**src/rtl/pc_redirect_ctrl.sv**
```systemverilog
// IF-stage PC-select sequencer: arbitrates redirect requests into a held pc_set,
// pulses a one-hot grant on fetch accept, then blanks redirects for a flush window.
module pc_redirect_ctrl #(
    parameter int FlushCycles = 2
) (
    input  logic       clk_i,
    input  logic       rst_i,
    input  logic       fetch_ready_i,
    input  logic       jump_req_i,
    input  logic       exc_req_i,
    input  logic [6:0] exc_cause_i,
    input  logic       irq_req_i,
    input  logic [6:0] irq_cause_i,
    input  logic       irq_enable_i,
    input  logic       debug_req_i,
    input  logic       mret_req_i,
    input  logic       dret_req_i,
    output logic       pc_set_o,
    output logic [2:0] pc_mux_o,
    output logic [1:0] exc_pc_mux_o,
    output logic [6:0] exc_cause_o,
    output logic [5:0] grant_o,
    output logic       flush_o,
    output logic       debug_mode_o
);

    localparam int CntW = $clog2(FlushCycles + 1);

    localparam logic [2:0] PC_BOOT = 3'd0;
    localparam logic [2:0] PC_JUMP = 3'd1;
    localparam logic [2:0] PC_EXC  = 3'd2;
    localparam logic [2:0] PC_ERET = 3'd3;
    localparam logic [2:0] PC_DRET = 3'd4;

    localparam logic [1:0] EXC_PC_EXC     = 2'd0;
    localparam logic [1:0] EXC_PC_IRQ     = 2'd1;
    localparam logic [1:0] EXC_PC_DBD     = 2'd2;
    localparam logic [1:0] EXC_PC_DBG_EXC = 2'd3;

    // Grant bit positions: {dret,mret,jump,irq,exc,dbg}
    localparam logic [5:0] G_DBG  = 6'b000001;
    localparam logic [5:0] G_EXC  = 6'b000010;
    localparam logic [5:0] G_IRQ  = 6'b000100;
    localparam logic [5:0] G_JUMP = 6'b001000;
    localparam logic [5:0] G_MRET = 6'b010000;
    localparam logic [5:0] G_DRET = 6'b100000;

    typedef enum logic [2:0] {
        S_RESET,
        S_BOOT,
        S_RUN,
        S_HOLD,
        S_FLUSH
    } state_e;

    state_e          state_q;
    logic [CntW-1:0] cnt_q;
    logic [5:0]      held_q;
    logic            pc_set_q;
    logic [2:0]      pc_mux_q;
    logic [1:0]      exc_pc_mux_q;
    logic [6:0]      exc_cause_q;
    logic [5:0]      grant_q;
    logic            flush_q;
    logic            debug_mode_q;

    logic [5:0] arb_grant_d;
    logic [2:0] arb_pc_d;
    logic       arb_exc_en_d;
    logic [1:0] arb_exc_d;
    logic       arb_cause_en_d;
    logic [6:0] arb_cause_d;

    // Fixed-priority pick among eligible requests; debug mode gates dbg/irq/dret.
    always_comb begin
        arb_grant_d    = '0;
        arb_pc_d       = pc_mux_q;
        arb_exc_en_d   = 1'b0;
        arb_exc_d      = exc_pc_mux_q;
        arb_cause_en_d = 1'b0;
        arb_cause_d    = exc_cause_q;
        if (debug_req_i && !debug_mode_q) begin
            arb_grant_d  = G_DBG;
            arb_pc_d     = PC_EXC;
            arb_exc_en_d = 1'b1;
            arb_exc_d    = EXC_PC_DBD;
        end else if (exc_req_i) begin
            arb_grant_d    = G_EXC;
            arb_pc_d       = PC_EXC;
            arb_exc_en_d   = 1'b1;
            arb_exc_d      = debug_mode_q ? EXC_PC_DBG_EXC : EXC_PC_EXC;
            arb_cause_en_d = 1'b1;
            arb_cause_d    = exc_cause_i;
        end else if (irq_req_i && irq_enable_i && !debug_mode_q) begin
            arb_grant_d    = G_IRQ;
            arb_pc_d       = PC_EXC;
            arb_exc_en_d   = 1'b1;
            arb_exc_d      = EXC_PC_IRQ;
            arb_cause_en_d = 1'b1;
            arb_cause_d    = irq_cause_i;
        end else if (dret_req_i && debug_mode_q) begin
            arb_grant_d = G_DRET;
            arb_pc_d    = PC_DRET;
        end else if (mret_req_i) begin
            arb_grant_d = G_MRET;
            arb_pc_d    = PC_ERET;
        end else if (jump_req_i) begin
            arb_grant_d = G_JUMP;
            arb_pc_d    = PC_JUMP;
        end
    end

    always_ff @(posedge clk_i or posedge rst_i) begin
        if (rst_i) begin
            state_q      <= S_RESET;
            cnt_q        <= '0;
            held_q       <= '0;
            pc_set_q     <= 1'b0;
            pc_mux_q     <= PC_BOOT;
            exc_pc_mux_q <= EXC_PC_EXC;
            exc_cause_q  <= '0;
            grant_q      <= '0;
            flush_q      <= 1'b0;
            debug_mode_q <= 1'b0;
        end else begin
            grant_q <= '0;
            case (state_q)
                S_RESET: begin
                    state_q  <= S_BOOT;
                    pc_set_q <= 1'b1;
                    pc_mux_q <= PC_BOOT;
                end
                S_BOOT: begin
                    if (fetch_ready_i) begin
                        state_q  <= S_FLUSH;
                        pc_set_q <= 1'b0;
                        flush_q  <= 1'b1;
                        cnt_q    <= CntW'(FlushCycles - 1);
                    end
                end
                S_RUN: begin
                    if (arb_grant_d != '0) begin
                        state_q  <= S_HOLD;
                        held_q   <= arb_grant_d;
                        pc_set_q <= 1'b1;
                        pc_mux_q <= arb_pc_d;
                        if (arb_exc_en_d) exc_pc_mux_q <= arb_exc_d;
                        if (arb_cause_en_d) exc_cause_q <= arb_cause_d;
                    end
                end
                S_HOLD: begin
                    if (fetch_ready_i) begin
                        state_q  <= S_FLUSH;
                        grant_q  <= held_q;
                        pc_set_q <= 1'b0;
                        flush_q  <= 1'b1;
                        cnt_q    <= CntW'(FlushCycles - 1);
                        if (held_q[0]) debug_mode_q <= 1'b1;
                        if (held_q[5]) debug_mode_q <= 1'b0;
                    end
                end
                S_FLUSH: begin
                    if (cnt_q == '0) begin
                        state_q <= S_RUN;
                        flush_q <= 1'b0;
                    end else begin
                        cnt_q <= cnt_q - CntW'(1);
                    end
                end
                default: state_q <= S_RESET;
            endcase
        end
    end

    assign pc_set_o     = pc_set_q;
    assign pc_mux_o     = pc_mux_q;
    assign exc_pc_mux_o = exc_pc_mux_q;
    assign exc_cause_o  = exc_cause_q;
    assign grant_o      = grant_q;
    assign flush_o      = flush_q;
    assign debug_mode_o = debug_mode_q;

endmodule
```
**config.mk**
```make
export PLATFORM = sky130hd
export DESIGN_NAME = pc_redirect_ctrl
export DESIGN_NICKNAME = d
export VERILOG_FILES = /design/src/rtl/pc_redirect_ctrl.sv
export SDC_FILE = /design/constraint.sdc
export NUM_CORES = 1
export LEC_CHECK = 0
export BUFFER_PORTS_ARGS = -buffer_cell sky130_fd_sc_hd__buf_2
export CORE_AREA = 2 2 58 60
export DETAILED_ROUTE_END_ITERATION = 16
export DIE_AREA = 0 0 60 62
export PLACE_DENSITY_LB_ADDON = 0.12
export SKIP_CTS_REPAIR_TIMING = 1
export SYNTH_ARGS = -nofsm -noshare
export SYNTH_HDL_FRONTEND = slang
export SYNTH_SLANG_ARGS = --single-unit
```
**constraint.sdc**
```tcl
create_clock -name clk_i -period 2 [get_ports clk_i]
set_input_delay 0.2 -clock clk_i [delete_from_list [all_inputs] [get_ports clk_i]]
set_output_delay 0.2 -clock clk_i [all_outputs]
set_load 0.1 [all_outputs]
```
## Word level (Yosys, flattened, before mapping)

Index checks and enable logic that the tools add are counted.

| storage, ports and cells | value |
|---|---|
| register bits after elaboration | 32 |
| bits in latches | 0 |
| RAM bits | 0 |
| ROM bits | 0 |
| input bits | 24 |
| output and inout port bits | 21 |
| word-level logic and storage cells | 86 |
| memories kept | 0 |

| operators by class | value |
|---|---|
| $add $sub $neg | 1 |
| $mul | 0 |
| divide/modulo/power cells | 0 |
| $lt $le $gt $ge | 0 |
| equal/unequal tests | 9 |
| shift operators | 0 |
| multiplexer cells | 41 |
| bitwise gates (word level) | 1 |
| reduce and logical (&&, ||, !) cells | 24 |

Operators by type and width:

| kind | number |
|---|---|
| $mux 6 | 6 |
| $mux 3 | 10 |
| $reduce_and 3->1 | 6 |
| $mux 7 | 2 |
| $mux 2 | 6 |
| $pmux 3 s4 | 1 |
| $mux 1 | 10 |
| $reduce_bool 2->1 | 4 |
| $ne 7x7->1 const B | 1 |
| $eq 3x2->1 const B | 2 |
| $ne 2x2->1 const B | 3 |
| $pmux 3 s2 | 1 |
| $reduce_bool 3->1 | 2 |
| $reduce_bool 6->1 | 1 |
| $mux 5 | 1 |
| $reduce_and 5->1 | 1 |
| $logic_and 1x1->1 | 4 |
| $mux 4 | 1 |
| $pmux 2 s2 | 1 |
| $reduce_and 4->1 | 1 |
| $eq 3x1->1 const B | 1 |
| $eq 3x3->1 const B | 1 |
| $logic_not 3->1 | 1 |
| $pmux 1 s3 | 1 |
| 8 further kinds | 8 |

## Longest topological paths before layout

| depth | value |
|---|---|
| word-level depth | 9 |
| gate-level depth with buffers | 6 |
| gate-level depth less buffers | 6 |

## Worst setup path before layout

Ideal clock, no wire load.

| timing path | value |
|---|---|
| path type | register to register |
| start point | register debug_mode_q (netlist: debug_mode_o) |
| end point | register exc_cause_q[2] (netlist: exc_cause_o[2]) |
| setup time | 0.083 ns |
| arrival time | 1.952 ns |
| data required time | 1.917 ns |
| slack | -0.035 ns |
| cell stages (with the launch flop) | 7 |
| buffers on the path | 2 |
| period minus slack after synthesis | 2.035 ns |
| cell sequence | dfrtp_1 buf_2 and3b_1 o221ai_2 buf_6 nand2_1 o21ai_0 |

| between the ends | value |
|---|---|
| word-level cells in the longest chain between the ends | 7 |
| elaborated cells on any way between the ends | 15 |
| classes of those cells | mux: 7; bitwise: 1; reduce/logical: 7 |

RTL lines:

| element | line | text |
|---|---|---|
| start, declared | 65 | `logic debug_mode_q;` |
| start signal, assigned | 124 | `debug_mode_q <= 1'b0;` |
| start signal, assigned | 158 | `if (held_q[0]) debug_mode_q <= 1'b1;` |
| start signal, assigned | 159 | `if (held_q[5]) debug_mode_q <= 1'b0;` |
| $logic_and 1x1->1 or $logic_not 1->1 (tied branches) | 101, 82, 94 |  |
| $mux 6 or $logic_and 1x1->1 (tied branches) | 101, 94 |  |
| $mux 6 | 94 | `end else if (irq_req_i && irq_enable_i && !debug_mode_q) begin` |
| $mux 6 | 87 | `end else if (exc_req_i) begin` |
| $mux 6 | 82 | `if (debug_req_i && !debug_mode_q) begin` |
| $reduce_bool 6->1 | 142 | `if (arb_grant_d != '0) begin` |
| $reduce_and 5->1 (no line) (*) | - |  |
| end signal, assigned | 148 | `if (arb_cause_en_d) exc_cause_q <= arb_cause_d;` |
| end, declared | 62 | `logic [6:0] exc_cause_q;` |

Every way passes the cells marked *; elsewhere a longest branch is shown, timed or not.
A chain may end at the register's enable or synchronous reset.

## Final worst setup path

| timing path | value |
|---|---|
| start point | register debug_mode_q (netlist: debug_mode_o) |
| end point | register exc_cause_q[3] (netlist: exc_cause_o[3]) |

The elaborated chain is that of the path after synthesis.

==> out/qor.txt <==
status: finished, final reports clean
number of fill cells: 285
endpoint type of the worst setup path: flip-flop
Fmax achieved: 629 MHz
initial antenna violation count: 0
DIE WIDTH: 60 um
Setup Viol. Count Final: 0
Yosys top cell by area: dfrtp_1
setup TNS: 0 ns
Total Nets Final: 216
Port Buf Inserts: 44
TritonCTS clock tree: yes
asr flop ratio synth: 100%
vias in the first global route: 1103
Total Routing Usage GR: 17.9%
layout cells sized above 1: 33.9%
largest net degree at the start of global routing: 33
first-pass GRT wire length: 4840 um
crit start category: flip-flop
H-tree depth: 2
synthesized area: 1470 um2
core area: 3180 um2
via count: 1212
kind of critical path: flip-flop to flip-flop
flops & latches, synth: 32
Die H: 62 um
# IOs: 45
Final Wtd Congestion: 0.810
die area: 3720 um2
skew final: 0.00984 ns
Worst EP arrival: 1.78 ns
Fin. Hold Viols: 0
Max FO, Critical Path: 14
Final WS setup: 0.410 ns
RSZ-0062 raised after global routing: false
leakage power total: 0.934 nW
grt ovf: 0
Worst-path clk slew: 0.10 ns
Worst-Skew Late Latency: 0.34 ns
Detail Route Antenna Nets: 0
Vias/cell: 5.09
Clock Tree Buf Depth: 2
min-delay worst type: input pin to flip-flop
clk sinks: 32
Post-synth EDFFs: 0
Slew @ Worst Pin: 0.674 ns
drt first-iter violations: 37
DP Wirelength: 2150 um
sequential area share after synthesis: 54.3%
Synth Flop Type: dfrtp_1
Final Critical Period: 1.59 ns
PD cells: 1570 nW/um2
crit share post-route: 79.5%
Avg Cell Area, Syn: 10.4 um2
CTS root buffer: clkbuf_4
clock buffer count from CTS: 5
DRC violations left: 0
synthesized net count: 167
worst slack at placement: 0.419 ns
Site Rows: 21
Synth top area share: 54.3%
MaxCap Viol Count: 0
drt total wl: 3000 um
required time worst endpoint: 2.19 ns
slew margin rel.: 55.1%
top cells by area, synth: dfrtp_1, nand2_1, mux2i_1
Max Slew Vio Count: 0
Initial Util: 46.4%
Area Overhead vs Synth: 22.8%
router iterations before antenna repair: 4
Mapped Cells: 142
Wirelength per Cell: 12.6 um
Diodes inserted: 0
Ys Warns: 0
Peak VDD IR: 1.21 mV
Synth cell types: 34
-- metrics by stage --
stage | power, mW | cell area [um2] | util, % | hold WS, ns | cells
2_1_floorplan | 2.22 | 1480 | - | 0.299 | 142
3_3_place_gp | 2.44 | 1740 | 54.7 | 0.298 | 229
3_5_place_dp | 2.46 | 1740 | 54.7 | 0.310 | 229
4_1_cts | 2.86 | 1800 | 56.6 | -0.0683 | 237
5_1_grt | 3.00 | 1810 | 56.9 | 0.0807 | 238
6_report | 2.84 | 1810 | 56.9 | 0.0755 | 238
-- critical path, stage by stage, from the launching register on --
cell and delay [ns]:
dfrtp_2 0.47, and3b_1 0.22, o221ai_2 0.55, o21ai_0 0.20
-- layer usage --
layer | wire, um | GRT usage (%)
met1 | 1230 | 20.9
met2 | 1540 | 30.6
met3 | 173 | 5.59
met4 | 53 | 7.62
met5 | 0 | 0
-- cell usage after synthesis (2+ instances only) --
| cell | instances |
|---|---|
| inv_1 | 4 |
| dfrtp_1 | 32 |
| o2bb2ai_1 | 2 |
| mux2i_1 | 7 |
| nand3_1 | 2 |
| mux2_2 | 2 |
| nor2_1 | 11 |
| a21o_1 | 2 |
| o21ai_0 | 10 |
| o211ai_1 | 2 |
| nand2_1 | 20 |
| buf_2 | 3 |
| and2_1 | 8 |
| a21oi_1 | 10 |
| o21ai_2 | 4 |
| or3_1 | 2 |
| nor3_1 | 4 |
-- flip-flops by register name, indices dropped and copies added, names as in the netlist, 2 cells and up --
| name | count |
|---|---|
| state_q | 3 |
| pc_mux_o | 3 |
| held_q | 6 |
| cnt_q | 2 |
| grant_o | 6 |
| exc_cause_o | 7 |
| exc_pc_mux_o | 2 |
-- cells by family (layout without fill, tap and decap cells) --
logic type	count (synthesis)	count (layout)	share of synthesized area, %
AOI/OAI and AO/OA	38	38	17.4
adders and majority gates	1	1	0.849
muxes	9	9	6.28
buffers and inverters	9	59	3.06
DFF	32	32	54.3
and+or+nand+nor	52	52	17.5
xor gates and xnor gates	1	1	0.594
-- area by class of cell --
class                      instances  area, um2  share of cell area [%]
inverter                           4       15.0                   0.830
multi-input combinational        101        628                    34.7
clock inverter                     2       10.0                   0.553
clock buffer                       6       51.3                    2.84
tap                               46       57.6                    3.18
timing repair buffer              47        245                    13.6
sequential                        32        802                    44.3
-- placed cells by master (no fill, tap or decap), types with 5 or more instances in the layout --
cell	Yosys	routed
dfrtp_1	32	31
nand2_1	20	20
clkbuf_4	0	5
and2_1	8	8
mux2i_1	7	7
o21ai_0	10	10
a21oi_1	10	10
nor2_1	11	11
buf_2	3	44
-- worst paths after layout --
check	startpoint	slack, ns	to	cells after the start
max in group asynchronous	rst_i	1.20	debug_mode_o	4
worst min-delay path	fetch_ready_i	0.08	state_q[0]	2
worst max-delay path	debug_mode_o	0.41	exc_cause_o[3]	3
worst min register to register	exc_cause_o[1]	0.48	exc_cause_o[1]	2
worst max register to register	debug_mode_o	0.41	exc_cause_o[3]	3
min in group asynchronous	rst_i	0.48	state_q[1]	4
-- report_power, final --
part / switching [mW] / internal (mW) / total [mW]
clock: 0.226 / 0.167 / 0.393
sequential: 0.194 / 0.837 / 1.03
combinational: 1.12 / 0.298 / 1.41
total: 1.54 / 1.30 / 2.84
(Power assumes the default switching activity.)
